### config.mk
export PLATFORM = sky130hd
export DESIGN_NAME = winograd_mult_arbiter
export DESIGN_NICKNAME = d
export VERILOG_FILES = /design/src/rtl/winograd_mult_arbiter.sv
export SDC_FILE = /design/constraint.sdc
export NUM_CORES = 1
export LEC_CHECK = 0
export CORE_MARGIN = 5
export CORE_UTILIZATION = 45
export DETAILED_ROUTE_END_ITERATION = 10
export PLACE_DENSITY = 0.73
export SLEW_MARGIN = 20
export SYNTH_ARGS = -nofsm -noshare
export SYNTH_HDL_FRONTEND = slang
export SYNTH_SLANG_ARGS = --single-unit
export TNS_END_PERCENT = 50
### constraint.sdc
create_clock -name clk -period 1.78 [get_ports clk]
set_input_delay 0.445 -clock clk [delete_from_list [all_inputs] [get_ports clk]]
set_output_delay 0.445 -clock clk [all_outputs]
set_load 0.01 [all_outputs]
### src/rtl/winograd_mult_arbiter.sv
// Round-robin arbiter that time-shares one element-serial 6x6 pointwise
// multiplier between NUM_REQ Winograd tile engines. The owner is exposed both
// one-hot (grant) and binary (sel) so the operand and result muxes can be
// steered directly. A watchdog aborts a job whose multiplier never reports
// done and latches a sticky error flag.
module winograd_mult_arbiter #(
    parameter int NUM_REQ        = 4,
    parameter int TIMEOUT_CYCLES = 64,
    parameter int IDX_W          = $clog2(NUM_REQ)
) (
    input  logic               clk,
    input  logic               rst,
    input  logic [NUM_REQ-1:0] req,
    output logic [NUM_REQ-1:0] grant,
    output logic [IDX_W-1:0]   sel,
    output logic [NUM_REQ-1:0] req_done,
    output logic               mult_start,
    input  logic               mult_done,
    input  logic               mult_busy,
    output logic               busy,
    output logic               timeout_err
);

    localparam int WD_W = $clog2(TIMEOUT_CYCLES);

    typedef enum logic [1:0] {
        IDLE    = 2'd0,
        RUN     = 2'd1,
        RELEASE = 2'd2
    } state_t;

    state_t             state;
    logic [IDX_W-1:0]   rr_ptr;
    logic [WD_W-1:0]    watchdog;

    logic               win_found;
    logic [IDX_W-1:0]   win_idx;
    logic [IDX_W-1:0]   next_ptr;
    logic [NUM_REQ-1:0] win_onehot;
    logic [NUM_REQ-1:0] sel_onehot;
    logic               arb_ok;

    // A stale done or a busy multiplier must never be handed to a new owner.
    assign arb_ok = (|req) && !mult_busy && !mult_done;

    // Search upward from rr_ptr with wrap; the first requesting index wins.
    always_comb begin
        int cand_int;
        logic [IDX_W-1:0] cand;
        win_found = 1'b0;
        win_idx   = '0;
        for (int i = 0; i < NUM_REQ; i++) begin
            cand_int = (int'(rr_ptr) + i) % NUM_REQ;
            cand     = IDX_W'(cand_int);
            if (!win_found && req[cand]) begin
                win_found = 1'b1;
                win_idx   = cand;
            end
        end
    end

    // Pointer moves just past the winner so it cannot win twice in a row
    // while someone else is waiting.
    assign next_ptr = (win_idx == IDX_W'(NUM_REQ - 1)) ? '0 : win_idx + 1'b1;

    // One-hot decodes of the winner (for grant) and the owner (for req_done).
    for (genvar gi = 0; gi < NUM_REQ; gi++) begin : g_decode
        assign win_onehot[gi] = (win_idx == IDX_W'(gi));
        assign sel_onehot[gi] = (sel == IDX_W'(gi));
    end

    // Sequencer: arbitrate in IDLE, hold start through RUN, wait for the
    // multiplier to drop done in RELEASE before freeing the grant.
    always_ff @(posedge clk or posedge rst) begin
        if (rst) begin
            state       <= IDLE;
            grant       <= '0;
            sel         <= '0;
            req_done    <= '0;
            mult_start  <= 1'b0;
            busy        <= 1'b0;
            timeout_err <= 1'b0;
            rr_ptr      <= '0;
            watchdog    <= '0;
        end else begin
            req_done <= '0;
            case (state)
                IDLE: begin
                    if (arb_ok && win_found) begin
                        grant      <= win_onehot;
                        sel        <= win_idx;
                        mult_start <= 1'b1;
                        busy       <= 1'b1;
                        watchdog   <= '0;
                        rr_ptr     <= next_ptr;
                        state      <= RUN;
                    end
                end
                RUN: begin
                    watchdog <= watchdog + 1'b1;
                    if (mult_done) begin
                        req_done   <= sel_onehot;
                        mult_start <= 1'b0;
                        state      <= RELEASE;
                    end else if (watchdog == WD_W'(TIMEOUT_CYCLES - 1)) begin
                        timeout_err <= 1'b1;
                        mult_start  <= 1'b0;
                        state       <= RELEASE;
                    end
                end
                RELEASE: begin
                    if (!mult_done) begin
                        grant <= '0;
                        busy  <= 1'b0;
                        state <= IDLE;
                    end
                end
                default: begin
                    grant      <= '0;
                    mult_start <= 1'b0;
                    busy       <= 1'b0;
                    state      <= IDLE;
                end
            endcase
        end
    end

endmodule

==> summary.md <==
| Metric | Value |
|---|---|
| Detailed-route via count | 1,024 |
| Pint | 1.14 mW |
| Worst Hold Class | input port to asynchronous set/reset pin |
| Final net count | 173 |
| Congestion Overflow GR | 0 |
| Total power | 1.78 mW |
| Syn_nets | 133 |
| WP buf/inv | 1 |
| Post-synth EDFFs | 0 |
| FF+latch count, synth | 23 |
| Synthesized area | 0.00115 sq mm |
| IO Pins | 21 |
| Switching Share | 35.5% |
| Sequential power share | 45.2% |
| Crit path max fanout | 3 |
| Cts bufs inserted | 3 |
| Area contributors post-synth | dfrtp_1 (50%), ha_1 (5.5%), nand2_1 (3.9%) |
| Max incr delay on CP | 0.56 ns |
| Initial antenna violation count | 0 |
| # setup viols final | 0 |
| Crit Path Category | register to output pin |
| Final instance area | 0.00156 sq mm |
| Synth-to-layout area growth | 35.8% |
| Final Skew | 0.00645 ns |
| # rows | 18 |
| Syn Inst Count | 120 |
| CP top delay family | buffers and inverters |
| Reg clk slew, reported paths | 0.13 ns |
| Status | completed |
| Post-synth top flop | dfrtp_1 |
| Vias in the first global route | 1,031 |
| WL per Instance | 13.3 um |
| First-pass GRT wire length | 4240 um |
| Fillers | 214 |
| Peak supply drop | 0.743 mV |
| Critical Path Start Type | register |
| Async S/R FF share, synth | 100% |
| Total wire length | 2510 um |
| Leak Pwr | 0.750 nW |
| Synth cell types | 28 |
| Pwr dens | 1140 mW/mm^2 |
| Clk sinks | 23 |
| Avg Synthesized Cell Area | 9.55 sq um |
| P_sw | 630 uW |
| Die ar. | 0.00366 sq mm |
| CP endpoint kind | output pin |
| Commonest non-fill, non-tap cell in the layout | dfrtp_1 |
| Register area | 577 sq um |
| Root Driver | clkbuf_4 |
| Cell taking the most area after synthesis | dfrtp_1 |
| Remaining antenna violation count | 0 |
| Slowest cell on crit path | clkdlybuf4s50_1 |
| Arrival time at the worst endpoint | 1.27 ns |
| Critical-path cell list | clkdlybuf4s50_1 |
| Fin Hold WS | 0.451 ns |
| Fmax | 583 MHz |
| Die Y | 60.5 um |
| Die width | 60.5 um |
| DRT iter0 DRCs | 21 |
| Residual DRC | 0 |
| # Max-Cap Violations | 0 |
| PortBufs | 20 |
| Largest net degree at the start of global routing | 24 |
| Sequential area share after synthesis | 50.2% |
| CTS Hold Bufs | 0 |
| Vias per cell | 5.42 |
| Layout cells sized above 1 | 19.5% |
| CTS H-tree depth | 1 |
| Clock tree buffer depth | 2 |
| # diodes | 0 |
| Dpl cell area | 0.00149 sq mm |
| Comb pwr share | 41.0% |
| WP data required | 1.33 ns |
| Slew at the pin closest to its max-slew limit | 0.343 ns |
| Commonest non-fill, non-tap cells in the layout | dfrtp_1 (22), buf_4 (19), clkdlybuf4s50_1 (15) |
| Yosys warns | 0 |
| Final worst-path cycle share | 96.3% |
| Clock network fraction of design power | 13.7% |
| Minimum clock period after layout | 1.72 ns |
| Max-slew violation count | 0 |
| CTS tree | built |
| Global-route usage over all layers | 15.4% |
| CORE AREA | 0.00245 sq mm |
| Initial Util | 46.7% |
| Area of the multi-input gates | 541 sq um |
| Max transition margin | 77.0% |
| Share of the synthesized area in the top cell type | 50.2% |
| DP HPWL | 1910 um |
| Skew-Pair Late Insertion Delay | 0.32 ns |
| DR pass1 iterations | 4 |
| Fin. Hold Viols | 0 |
| Final GP Congestion | 0.799 |
timing repair:
item	in CTS	in global routing
pin swaps	0	2
setup buffers	1	2
setup endpoints to repair	6	6
resized for setup	4	4
registers in the layout (all words and copies together), names as in the netlist:
register / cells
mult_start: 1
grant: 4
busy: 1
sel: 2
timeout_err: 1
state: 2
rr_ptr: 2
watchdog: 6
req_done: 4
synthesized netlist by cell type, types with 2 or more instances:
master / n
dfrtp_1: 23
nand2_1: 12
nor2_1: 11
a21oi_1: 8
inv_1: 7
o21ai_0: 6
ha_1: 5
nor3_1: 5
a22oi_1: 4
nand3_1: 4
o21ai_1: 4
o2bb2ai_1: 4
clkbuf_1: 3
nand2b_1: 3
o22ai_1: 3
a31oi_1: 2
and3_1: 2
nand4_1: 2
nor4_1: 2
nor4_2: 2
cell families (layout without fill, tap and decap cells):
kind of cell / count (synthesis) / count (layout) / synth area share (%)
buffers and inverters: 11 / 50 / 3.71
adders and majority gates: 5 / 5 / 5.46
AOI/OAI and AO/OA: 33 / 33 / 17.6
and+or+nand+nor: 46 / 46 / 20.9
DFF: 23 / 23 / 50.2
muxes: 2 / 2 / 2.18
power by group through the flow:
stage,registers (mW),logic (mW),clock network (mW)
2_1_floorplan,0.819,0.326,0
3_3_place_gp,0.811,0.652,0
3_5_place_dp,0.822,0.672,0
4_1_cts,0.800,0.710,0.249
5_1_grt,0.822,0.804,0.271
6_report,0.802,0.729,0.244
through the flow:
stage	worst slack (ns)	TNS (ns)	util [%]	cells
after floorplan	0.0984	0	-	120
after global placement	-0.354	-3.69	60.6	182
after detailed placement	-0.427	-4.55	60.6	182
after CTS	0.00955	0	62.4	187
after global routing	-0.000582	-0.000582	63.4	189
final	0.0650	0	63.4	189
cell type report:
class | instances | area share (%)
timing repair buffer | 39 | 22.3
inverter | 7 | 1.69
multi-input combinational | 86 | 34.7
tap | 30 | 2.41
clock inverter | 1 | 0.322
clock buffer | 3 | 1.45
sequential | 23 | 37.1
tightest hold or removal path, stage by stage:
cell	delay (ns)
clkdlybuf4s50_1	0.40
inv_1	0.05
buf_4	0.28
worst paths after layout:
path | from | endpoint | slack (ns) | cells after the start
setup / recovery | grant[3] | grant[3] | 0.06 | 1
hold / removal | rst | state[0] | 0.45 | 3
setup reg to reg | rr_ptr[1] | grant[3] | 0.18 | 7
hold reg to reg | timeout_err | timeout_err | 0.50 | 2
max in group asynchronous | rst | rr_ptr[1] | 1.08 | 3
min in group clk | timeout_err | timeout_err | 0.50 | 2
metal layers:
layer / vias up / global-route usage [%] / wire length (um) / share of wire (%)
li1: 510 / - / - / -
met1: 486 / 18.5 / 1140 / 45
met2: 24 / 27.2 / 1220 / 48
met3: 4 / 3.83 / 124 / 4.9
met4: 0 / 4.64 / 31 / 1.2
met5: - / 0 / 0 / 0
Note: power is estimated with default switching activity, not from simulation.
